## config.mk

```make
export PLATFORM = sky130hd
export DESIGN_NAME = addsub_pipe
export DESIGN_NICKNAME = d
export VERILOG_FILES = /design/src/rtl/addsub_pipe.sv
export SDC_FILE = /design/constraint.sdc
export NUM_CORES = 1
export LEC_CHECK = 0
export ABC_AREA = 0
export CORE_ASPECT_RATIO = 0.6
export CORE_MARGIN = 4
export CORE_UTILIZATION = 25
export DETAILED_ROUTE_END_ITERATION = 8
export GPL_TIMING_DRIVEN = 0
export SYNTH_ARGS = -nofsm -noshare
export SYNTH_HDL_FRONTEND = slang
export SYNTH_SLANG_ARGS = --single-unit
```

## constraint.sdc

```tcl
create_clock -name clk -period 2.5 [get_ports clk]
set_clock_uncertainty 0.1 [all_clocks]
set_input_delay 0.5 -clock clk [delete_from_list [all_inputs] [get_ports clk]]
set_output_delay 0.5 -clock clk [all_outputs]
set_load 0.1 [all_outputs]
```

## src/rtl/addsub_pipe.sv

```systemverilog
// Pipelined add/subtract with wrap or saturating modes, carry/borrow and signed
// overflow flags, a stall-together pipeline and a saturating overflow counter.
module addsub_pipe #(
  parameter int N      = 32,
  parameter int STAGES = 2
) (
  input  logic         clk,
  input  logic         rstN,
  input  logic         in_valid,
  output logic         in_ready,
  input  logic [N-1:0] a,
  input  logic [N-1:0] b,
  input  logic [1:0]   mode,
  output logic         out_valid,
  input  logic         out_ready,
  output logic [N-1:0] sum,
  output logic         carry,
  output logic         ovf,
  input  logic         cnt_clr,
  output logic [15:0]  ovf_cnt
);

  // Handshake: a transfer happens on a cycle where valid && ready are both high.
  // Every stage moves together when the output is free (adv); bubbles travel
  // through and are not collapsed, so in_ready is simply adv.
  logic adv;
  logic accept;

  assign adv      = out_ready || !out_valid;
  assign in_ready = adv;
  assign accept   = in_valid && adv;

  localparam logic [N-1:0] SMAX = {1'b0, {(N-1){1'b1}}};
  localparam logic [N-1:0] SMIN = {1'b1, {(N-1){1'b0}}};

  logic [N:0]   raw;
  logic         is_sub;
  logic         res_ovf;
  logic         res_carry;
  logic [N-1:0] res_sum;

  // Zero-extended operands make raw[N] the unsigned carry (add) or borrow (sub).
  always_comb begin
    is_sub = mode[0];
    if (is_sub) raw = {1'b0, a} - {1'b0, b};
    else        raw = {1'b0, a} + {1'b0, b};
    res_carry = raw[N];
    if (is_sub) res_ovf = (a[N-1] != b[N-1]) && (raw[N-1] != a[N-1]);
    else        res_ovf = (a[N-1] == b[N-1]) && (raw[N-1] != a[N-1]);
    res_sum = raw[N-1:0];
    // On overflow the true result carries the sign of a in both add and sub.
    if (mode[1] && res_ovf) res_sum = a[N-1] ? SMIN : SMAX;
  end

  logic [STAGES-1:0] v_q;
  logic [STAGES-1:0] c_q;
  logic [STAGES-1:0] o_q;
  logic [N-1:0]      s_q [STAGES];

  always_ff @(posedge clk or negedge rstN) begin
    if (!rstN) begin
      v_q <= '0;
      c_q <= '0;
      o_q <= '0;
      for (int i = 0; i < STAGES; i++) s_q[i] <= '0;
    end else if (adv) begin
      v_q[0] <= accept;
      if (accept) begin
        s_q[0] <= res_sum;
        c_q[0] <= res_carry;
        o_q[0] <= res_ovf;
      end
      for (int i = 1; i < STAGES; i++) begin
        v_q[i] <= v_q[i-1];
        s_q[i] <= s_q[i-1];
        c_q[i] <= c_q[i-1];
        o_q[i] <= o_q[i-1];
      end
    end
  end

  assign out_valid = v_q[STAGES-1];
  assign sum       = s_q[STAGES-1];
  assign carry     = c_q[STAGES-1];
  assign ovf       = o_q[STAGES-1];

  // Counts delivered results only; clear wins over a same-cycle increment.
  logic deliver_ovf;
  assign deliver_ovf = out_valid && out_ready && ovf;

  always_ff @(posedge clk or negedge rstN) begin
    if (!rstN)                                   ovf_cnt <= '0;
    else if (cnt_clr)                            ovf_cnt <= '0;
    else if (deliver_ovf && ovf_cnt != 16'hFFFF) ovf_cnt <= ovf_cnt + 16'd1;
  end

endmodule

```

==> Word level (Yosys, flattened, before mapping) <==
Index checks and enable logic that the tools add are counted.
{ "totals": {"register_bits": 86, "word_cells": 32} }
{ "op_classes": {"addsub": 3, "eq_ne": 4, "mux": 6, "reduce_logical": 11} }
{ "op_table": {"columns": ["op", "n"], "rows": [
  ["32-bit two-way mux", 2],
  ["32-bit by 32-bit adder with 33-bit output", 1],
  ["33-bit two-way mux", 1],
  ["32-bit by 32-bit subtractor with 33-bit output", 1],
  ["16-bit two-way mux", 2],
  ["16-bit by 1-bit adder with 16-bit output (second input constant)", 1],
  ["16-bit != test (second input constant)", 1],
  ["1-bit logical AND", 7],
  ["1-bit != test", 2],
  ["2-bit AND reduction", 1],
  ["2-bit nonzero test", 1],
  ["1-bit == test", 1],
  ["1-bit zero test", 1],
  ["1-bit logical OR", 1],
  ["1-bit two-way mux", 1]
]} }

==> Depth between registers and ports, before layout <==
Gate-level depths: netlist of run 1.
{ "logic_depth": {"ltp_word": 7, "ltp_mapped": 22, "ltp_nobuf": 19} }

==> Least setup slack after synthesis of run 1 <==
Ideal clock, no wire load.
{ "synth_timing": {"kind": "input-to-reg", "startpoint": "input b[0]", "endpoint": "register s_q[49] (netlist name)", "t_arrival_ns": 4.452, "slack_ns": -2.178, "cell_stages": 20, "path_buffers": 2, "path_cell_list": "inv_1 -> ha_1 -> nor3b_1 -> and2_1 -> nor3b_1 -> nand2_1 -> nor2_1 -> nor4bb_1 -> a21oi_1 -> xnor2_1 -> ha_1 -> nand4_1 -> or4_1 -> a21oi_2 -> nor2_2 -> xnor2_2 -> and4_1 -> buf_6 -> buf_6 -> a221o_1"} }
{ "synth_via": {"elab_chain_len": 7} }
{ "synth_rtl": {"columns": ["element", "line", "source"], "rows": [
  ["from (decl)", "12", "input logic [N-1:0] b,"],
  ["32-bit by 32-bit adder with 33-bit output or 32-bit by 32-bit subtractor with 33-bit output (tied branches)", "46, 45", null],
  ["33-bit two-way mux *", "45", "if (is_sub) raw = {1'b0, a} - {1'b0, b};"],
  ["1-bit != test", "48, 49", null],
  ["1-bit logical AND (on tied branches)", "49, 48", null],
  ["1-bit two-way mux", "48", "if (is_sub) res_ovf = (a[N-1] != b[N-1]) && (raw[N-1] != a[N-1]);"],
  ["1-bit logical AND", "52", "if (mode[1] && res_ovf) res_sum = a[N-1] ? SMIN : SMAX;"],
  ["32-bit two-way mux *", "52", null],
  ["to (signal, indexed assignment)", "75", "s_q[i] <= s_q[i-1];"],
  ["to (decl)", "58", "logic [N-1:0] s_q [STAGES];"]
]} }
Every way passes the cells marked *; elsewhere a longest branch is shown, timed or not.
A chain may end at the register's enable or synchronous reset.

==> Final worst setup path of run 1 <==
{ "layout_timing": {"startpoint": "input b[1]", "endpoint": "register s_q[44] (netlist name)"} }
The elaborated chain is that of the path after synthesis.

==> summary.txt, run 1 <==
Layout area overhead: 44.6%
Total Power: 7.53 mW
Starting Density: 0.257
Largest net degree at the start of global routing: 51
Failing checks: negative setup slack
Final worst slack: -1.80 ns
Synth cell types: 62
Slew Viols, Final: 0
Core Footprint: 24400 um^2
Total grt overflow: 0
Hold Path Class: in -> async
Vias in the first global route: 5560
Part of the cycle the worst path needs: 1.72
Pwr/cell area: 830 nW/um^2
Async S/R FF share, synth: 1.00
WL per Instance: 16.0 um
I/O Buffers: 119
Antenna violations before repair: 0
Max-cap viol count: 0
I/O pin count: 123
Worst Setup End Kind: flip-flop
Layout cells sized above 1: 0.234
Height of the chip: 131 um
Placed Cells incl. Taps: 1168
Post-route ant nets: 0
Cell Rows: 44
Clock sinks: 86
Synth Cell Area: 6270 um^2
Leak Pwr: 4.21 nW
Minimum clock period: 4.30 ns
Global-route wire length before repair: 31200 um
H-tree levels: 3
# nets final: 1017
Critical path peak fanout: 10
Peak VDD IR: 413 uV
Post-synth net total: 832
Ant. Diodes: 0
Drt first pass iters: 5
YS warnings: 0
Final Hold Fails: 0
Clock latency on the worst-skew pair: 0.34 ns
CTS clk-pin slew, worst paths: 0.07 ns
Register area share after synthesis: 0.343
Prevailing post-synth register cell: dfrtp_1
RSZ-0062 raised after global routing: true
Hpwl dp: 15400 um
Die width: 212 um
Worst path required time: 2.67 ns
Status: complete, but fails checks
DRT Wirelength: 19800 um
Arrival @ worst endpoint: 4.48 ns
Post-synth EDFFs: 0
Util after Layout: 0.371
Syn avg cell area: 8.64 um^2
Drt drc: 0
CTS buffer count: 9
Commonest non-fill, non-tap cell in the layout: nand2_1
Maximum clock frequency: 232 MHz
CP Class: in -> reg
Via/cell ratio: 4.69
Final RePlAce weighted congestion: 0.855
# setup viols final: 34
Placed Instance Area: 8070 um^2
Global Route Usage Sum: 0.141
Most frequent cells in the layout: nand2_1 (134), buf_4 (85), dfrtp_1 (73), nor2_1 (68), dlygate4sd2_1 (51)
Slew margin rel.: 0.314
Syn Inst Count: 726
Die Area: 27800 um^2
Worst-margin pin slew: 1.03 ns
DR vias: 5805
CTS Root Buffer Type: clkbuf_16
Non-Filler Instances: 1238
Synth Register Bits: 86
Hold-fix buffers at CTS: 0
Startpoint class of the critical path: input port
Max Buffers Root-to-Sink: 2
Drt initial violations: 411
Cell area after layout: 9070 um^2
CTS tree: done
==> what timing repair did <==
action                     CTS  global route
resized for setup          152            36
gates cloned                 1             0
buffers inserted            37            18
pin swaps                   37            17
setup endpoints to repair   84            51
==> sequential cells by signal, summed over array words and instances, names as in the netlist <==
name	cells
s_q	32
o_q	2
sum	32
ovf_cnt	16
c_q	2
v_q	2
==> report_power, final <==
part / total, mW / internal (mW) / switching (mW) / leakage [nW]
Clock: 1.46 / 0.887 / 0.572 / 0.159
Sequential: 2.03 / 1.78 / 0.245 / 1.06
Combinational: 4.04 / 1.33 / 2.72 / 2.99
Total: 7.53 / 4.00 / 3.53 / 4.21
==> final timing paths <==
path                       depth (start not counted)  slack [ns]    start    endpoint
max                                               19       -1.80     b[1]     s_q[44]
min                                                1        0.02     rstN  ovf_cnt[9]
max reg2reg                                        6        0.10   v_q[1]     s_q[44]
min reg2reg                                        2        0.37  sum[24]     sum[24]
max in group asynchronous                          2        1.65     rstN      v_q[1]
min in group clk                                   2        0.37  sum[24]     sum[24]
==> Yosys cell counts, types with 4 or more instances <==
cell type	n	area share
inv_1	18	0.011
nand3_1	13	0.010
nand4_1	10	0.010
a21o_1	13	0.016
buf_1	5	0.0030
o21ai_0	17	0.014
ha_1	34	0.068
a21oi_1	40	0.032
a31oi_1	8	0.0080
o21a_1	6	0.0072
o21bai_1	5	0.0060
a221o_1	30	0.048
nor2_1	69	0.041
dfrtp_1	86	0.34
xnor2_1	51	0.071
buf_4	35	0.042
nor3_1	12	0.0096
buf_6	11	0.020
nand2b_1	9	0.0090
and4_1	4	0.0056
a21oi_2	6	0.0084
xor2_1	24	0.034
nand2_1	136	0.081
clkbuf_1	11	0.0066
o211ai_1	5	0.0060
nor2b_1	4	0.0040
nor4_1	8	0.0080
==> through the flow <==
stage	setup TNS, ns	setup WS (ns)	hold slack [ns]
floorplan	-54.18	-1.64	0.104
global placement	-303.87	-2.90	0.354
detailed placement	-101.11	-2.94	0.357
CTS	-57.67	-1.73	0.0323
global route	-65.47	-1.98	0.0508
finish	-59.99	-1.80	0.0168
==> critical path, cell delays in order <==
cell	delay [ns]
buf_12	0.11
buf_4	0.14
nor4_4	0.32
nand2_2	0.14
nor3_4	0.31
a21o_1	0.21
o21ai_0	0.12
xnor2_1	0.22
ha_2	0.44
nand4_1	0.14
or4_1	0.50
a21oi_2	0.17
nor2_4	0.08
buf_12	0.14
mux2i_4	0.18
a2111oi_4	0.28
buf_6	0.20
buf_8	0.14
a221o_1	0.13
==> cell type report <==
cell class	instances	area, um^2
multi-input cells	555	3920
flip-flops and latches	86	2180
plain buffers	66	515
fillers	2542	15400
inverters	18	85.1
clock buffers	10	229
repair buffers	175	1650
well taps	322	403
clock inverters	6	93.8
==> routing by layer <==
metal  routed length, um  up-vias  track usage  share of wire
met1               10700     2718        0.235           0.54
met5                   0        -            0              0
met4                 122        0       0.0212         0.0062
met2                7660      183        0.188           0.39
li1                    -     2893            -              -
met3                1290       11       0.0255          0.065
==> cells by family after synthesis <==
logic type      Yosys count  share of synthesized area
xor+xnor                 76                      0.107
compound gates          151                      0.176
buf+inv                  85                     0.0892
flops                    86                      0.343
mux                       3                    0.00479
simple gates            290                      0.208
fa+ha+maj                35                     0.0710
No activity file was read; power rests on OpenSTA's default activity.
==> run 2: changes to the inputs <==
Settings changed: CORE_UTILIZATION 25 to 50, PLACE_DENSITY set to 0.75.
==> summary.txt, run 2 (synthesized netlist as in run 1, its figures left out) <==
Status: complete, but fails checks
Failing checks: negative setup slack
Post-route ant nets: 0 (unchanged)
Height of the chip: 94.7 um (-27%)
H-tree levels: 3 (unchanged)
Drt drc: 0 (unchanged)
Most frequent cells in the layout: nand2_1 (132), buf_4 (77), dfrtp_1 (73), nor2_1 (68), clkdlybuf4s50_1 (57)
Placed Instance Area: 7880 um^2 (-2.4%)
Via/cell ratio: 5.55 (+18%)
Core Footprint: 12100 um^2 (-50%)
Leak Pwr: 4.23 nW (+0.46%)
Startpoint class of the critical path: input port
Antenna violations before repair: 0 (unchanged)
CTS buffer count: 9 (unchanged)
CTS tree: done
Global Route Usage Sum: 0.241 (+0.0995)
Slew Viols, Final: 0 (unchanged)
Starting Density: 0.516 (+0.260)
DRT Wirelength: 18100 um (-8.4%)
Final RePlAce weighted congestion: 0.931 (+8.9%)
Fin Hold WS: 0.00735 ns (-0.00941 ns)
Arrival @ worst endpoint: 4.32 ns (-0.16 ns)
Worst-margin pin slew: 0.983 ns (-0.0502 ns)
CTS clk-pin slew, worst paths: 0.07 ns (about the same)
Pre-CTS setup slack: -2.95 ns (-0.0131 ns)
Largest net degree at the start of global routing: 54 (+5.9%)
# nets final: 1015 (-0.20%)
Vias in the first global route: 5699 (+2.5%)
Maximum clock frequency: 238 MHz (+2.4%)
Critical R2R Capture: s_q[42]
Hold-fix buffers at CTS: 0 (unchanged)
Layout cells sized above 1: 0.237 (+0.00379)
Part of the cycle the worst path needs: 1.68 (-0.0406)
Drt first pass iters: 5 (unchanged)
Worst Setup End Kind: flip-flop
I/O Buffers: 119 (unchanged)
Worst-case reg-to-reg path depth: 6 (unchanged)
I/O pin count: 123 (unchanged)
Die width: 153 um (-28%)
CTS Root Buffer Type: clkbuf_16
Max-cap viol count: 0 (unchanged)
DR vias: 5987 (+3.1%)
Final worst slack: -1.70 ns (+0.102 ns)
Pwr/cell area: 847 nW/um^2 (+2.1%)
Drt initial violations: 348 (-15%)
Slew margin rel.: 0.344 (+0.0297)
Hpwl dp: 13500 um (-12%)
Clock sinks: 86 (unchanged)
CP Class: in -> reg
Peak VDD IR: 469 uV (+14%)
Hold Path Class: in -> async
Layout area overhead: 41.7%
Clock latency on the worst-skew pair: 0.34 ns (about the same)
Global-route wire length before repair: 28500 um (-8.6%)
RSZ-0062 raised after global routing: true
Setup TNS Final: -56.33 ns (+3.66 ns)
WL per Instance: 16.8 um (+5.1%)
Ant. Diodes: 0 (unchanged)
Worst R2R Start: v_q[1]
Final Hold Fails: 0 (unchanged)
Commonest non-fill, non-tap cell in the layout: nand2_1
Total grt overflow: 0 (unchanged)
Max Buffers Root-to-Sink: 2 (unchanged)
Die Area: 14500 um^2 (-48%)
Util after Layout: 0.732 (+0.361)
Minimum clock period: 4.20 ns (-0.102 ns)
FF-to-FF setup slack: 0.10 ns (about the same)
# setup viols final: 34 (unchanged)
Worst path required time: 2.62 ns (-0.05 ns)
Cell area after layout: 8880 um^2 (-2.0%)
Cell Rows: 31 (-30%)
Critical path peak fanout: 7 (-3)
run 2: cell count changes in the layout (fill, tap and decap cells not counted), sizes merged:
| cell | change |
|---|---|
| inv | +2 |
| clkdlybuf4s15 | -1 |
| clkdlybuf4s50 | +8 |
| clkbuf | +3 |
| dlygate4sd2 | -14 |
| dlymetal6s2s | +6 |
| clkinv | -2 |
| buf | -4 |
run 2: power by group:
part / internal, mW / switching, mW / leakage (nW)
Combinational: 1.33 / 2.66 / 3.00
Clock: 0.922 / 0.578 / 0.167
Sequential: 1.78 / 0.250 / 1.06
run 2: how the worst max path moves through the flow:
stage,depth (start not counted),startpoint,endpoint
floorplan,20,b[1],s_q[49]
global placement,21,b[1],s_q[58]
detailed placement,22,b[1],s_q[59]
CTS,21,b[1],s_q[42]
global route,23,b[1],s_q[50]
finish,21,b[1],s_q[43]
run 2: metal layers:
metal	up-vias	track usage	share of wire
met4	0	0.0363	0.0077
li1	2880	-	-
met2	252	0.372	0.43
met5	-	0	0
met3	17	0.0394	0.071
met1	2838	0.364	0.49
run 2: layout make-up:
cell class / count / area, um^2
multi-input combinational: 555 / 3920
inverter: 18 / 85.1
sequential: 86 / 2180
buffer: 66 / 510
fill: 895 / 3260
timing repair buffer: 173 / 1650
tap: 165 / 206
clock inverter: 6 / 100
clock buffer: 10 / 239
run 2: what timing repair did:
action / in CTS / in global routing
endpoints found under the setup margin: 70 / 47
buffers inserted: 46 / 5
hold endpoints to repair: 0 / 0
gates resized for setup: 156 / 28
pin swaps: 48 / 9
cloned: 1 / 1
run 2: worst max-delay path, cell delays in order:
cell and delay, ns:
buf_12 0.11, inv_12 0.04, ha_4 0.12, nor3b_4 0.20, and2_4 0.18, nor3b_4 0.20, nand2_2 0.11, nor2_4 0.10
nor4bb_4 0.30, a21oi_2 0.12, xnor2_2 0.22, ha_4 0.31, nand4_1 0.12, or4_1 0.50, a21oi_2 0.17, nor2_4 0.09
xnor2_4 0.13, and4_1 0.21, buf_6 0.15, clkbuf_16 0.16, a221o_1 0.26
run 2: stage by stage:
step / total power [mW] / cells
floorplan: 4.97 / 726
global placement: 5.85 / 1010
detailed placement: 5.92 / 1011
CTS: 7.47 / 1073
global route: 7.85 / 1079
finish: 7.53 / 1079
==> run 3: changes to the inputs <==
Settings changed: GPL_TIMING_DRIVEN 0 to unset.
Clock period 2.5 ns to 3.9 ns, I/O delays scaled along.
==> summary.txt, run 3 (synthesized netlist as in run 1, its figures left out) <==
Arrival @ worst endpoint: 4.66 ns (+0.34 ns)
Final worst slack: -0.591 ns (+1.11 ns)
Hold Path Class: reg -> reg
Hold Path End: sum[8]
Cell Rows: 31 (unchanged)
Drt initial violations: 338 (-2.9%)
FF-to-FF setup slack: 1.27 ns (+1.17 ns)
Hold path startpoint: sum[8]
Minimum clock period: 4.49 ns
Max-cap viol count: 0 (unchanged)
H-tree levels: 3 (unchanged)
Drt first pass iters: 5 (unchanged)
Setup TNS Final: -18.14 ns (+38.19 ns)
DRT Wirelength: 18800 um (+3.9%)
Pwr/cell area: 513 nW/um^2 (-39%)
Maximum clock frequency: 223 MHz
Max Buffers Root-to-Sink: 2 (unchanged)
Hpwl dp: 14200 um (+5.5%)
I/O Buffers: 122 (+2.5%)
Largest net degree at the start of global routing: 87 (+61%)
WL per Instance: 16.2 um (-3.3%)
Worst-case reg-to-reg path depth: 9 (+3)
CP Class: in -> reg
Part of the cycle the worst path needs: 1.15
Critical R2R Capture: ovf_cnt[9]
I/O pin count: 123 (unchanged)
Multi-input logic area: 3890 um^2 (-0.77%)
Total grt overflow: 0 (unchanged)
CTS Root Buffer Type: clkbuf_16
Worst Setup End Kind: flip-flop
Global Route Usage Sum: 0.254 (+0.0130)
Starting Density: 0.516 (unchanged)
Via/cell ratio: 5.42 (-2.4%)
Hold path depth: 2
Final RePlAce weighted congestion: 0.882 (-5.3%)
Layout cells sized above 1: 0.293 (+0.0560)
Startpoint class of the critical path: input port
Ant. Diodes: 0 (unchanged)
# nets final: 1096 (+8.0%)
CTS clk-pin slew, worst paths: 0.06 ns (about the same)
Clock sinks: 86 (unchanged)
Critical Path Source: b[1]
Most frequent cells in the layout: buf_4 (186), nand2_1 (133), clkdlybuf4s50_1 (105), dfrtp_1 (86), nor2_1 (68)
CTS tree: done
Hold-fix buffers at CTS: 0 (unchanged)
Failing checks: negative setup slack
Vias in the first global route: 6117 (+7.3%)
Die width: 153 um (unchanged)
Height of the chip: 94.7 um (unchanged)
Total Power: 4.85 mW (-36%)
Worst R2R Start: ovf_cnt[7]
Cell area after layout: 9450 um^2 (+6.4%)
Worst path required time: 4.07 ns (+1.45 ns)
Placed Instance Area: 8600 um^2 (+9.2%)
Critical path peak fanout: 7 (unchanged)
# setup viols final: 34 (unchanged)
Antenna violations before repair: 0 (unchanged)
FILL cells: 784 (-12%)
Die Area: 14500 um^2 (unchanged)
Global-route wire length before repair: 30000 um (+5.3%)
Drt drc: 0 (unchanged)
Final Hold Fails: 0 (unchanged)
Pre-CTS setup slack: -1.28 ns (+1.67 ns)
Peak VDD IR: 316 uV (-33%)
Slew margin rel.: 0.313 (-0.0303)
CTS buffer count: 9 (unchanged)
FF/Latch Area: 2150 um^2 (-1.2%)
Status: complete, but fails checks
Slew Viols, Final: 0 (unchanged)
Core Footprint: 12100 um^2 (unchanged)
Leak Pwr: 4.42 nW (+4.6%)
Worst-margin pin slew: 1.03 ns (+0.0471 ns)
Layout area overhead: 50.8%
Post-route ant nets: 0 (unchanged)
RSZ-0062 raised after global routing: true
DR vias: 6285 (+5.0%)
Commonest non-fill, non-tap cell in the layout: buf_4
Clock latency on the worst-skew pair: 0.33 ns (about the same)
## run 3: cell count changes in the layout (fill, tap and decap cells not counted), moves of 9 or more
cell / change
buf_6: -12
dlygate4sd2_1: -37
buf_4: +109
dfrtp_1: +13
dfrtp_2: -9
clkdlybuf4s50_1: +48
## run 3: area by class of cell
type,count,area share
clock buffer,11,0.0257
clock inverter,5,0.00715
inverter,18,0.00900
multi-input combinational,555,0.411
sequential,86,0.228
tap,165,0.0218
timing repair buffer,320,0.297
## run 3: critical path, stage by stage
cell	delay (ns)
buf_6	0.11
inv_12	0.04
ha_4	0.12
nor3b_4	0.20
and2_4	0.18
nor3b_4	0.23
buf_6	0.15
a21oi_4	0.06
xnor2_2	0.12
ha_1	0.35
nand2_2	0.08
o211ai_1	0.28
a41oi_2	0.19
or4_4	0.52
a21oi_4	0.15
nor2_4	0.08
buf_4	0.14
a2111oi_4	0.35
buf_4	0.21
clkbuf_16	0.15
a221o_1	0.15
## run 3: how the worst max path moves through the flow
stage          endpoint  slack (ns)  depth (start not counted)
3_3_place_gp    s_q[58]       -1.19                         22
2_1_floorplan   s_q[49]       -0.52                         20
5_1_grt         s_q[45]       -0.72                         21
4_1_cts         s_q[44]       -0.55                         22
6_report        s_q[45]       -0.59                         21
3_5_place_dp    s_q[40]       -1.28                         22
## run 3: what timing repair did
action                     in CTS  in global routing
setup endpoints to repair      34                 34
hold endpoints to repair        0                  0
resized for setup              60                 52
buffers inserted               23                 10
gates cloned                    4                  1
pin swaps                      23                 16
## run 3: metrics by stage
stage                util  cells  hold WS, ns
floorplan               -    726        0.335
finish              0.779   1160        0.366
global placement    0.708   1108        0.342
detailed placement  0.708   1108        0.356
global route        0.779   1160        0.400
CTS                 0.765   1151        0.370
## run 3: power by group
part	internal (mW)	switching (mW)
Clock	0.522	0.355
Sequential	1.14	0.162
Combinational	0.936	1.73
Total	2.60	2.25
## run 3: routing by layer
layer	routed length (um)	vias to the layer above	track usage
met1	8930	2959	0.372
met3	1510	18	0.0426
met5	0	-	0
met2	8190	267	0.396
met4	199	0	0.0593
li1	-	3041	-
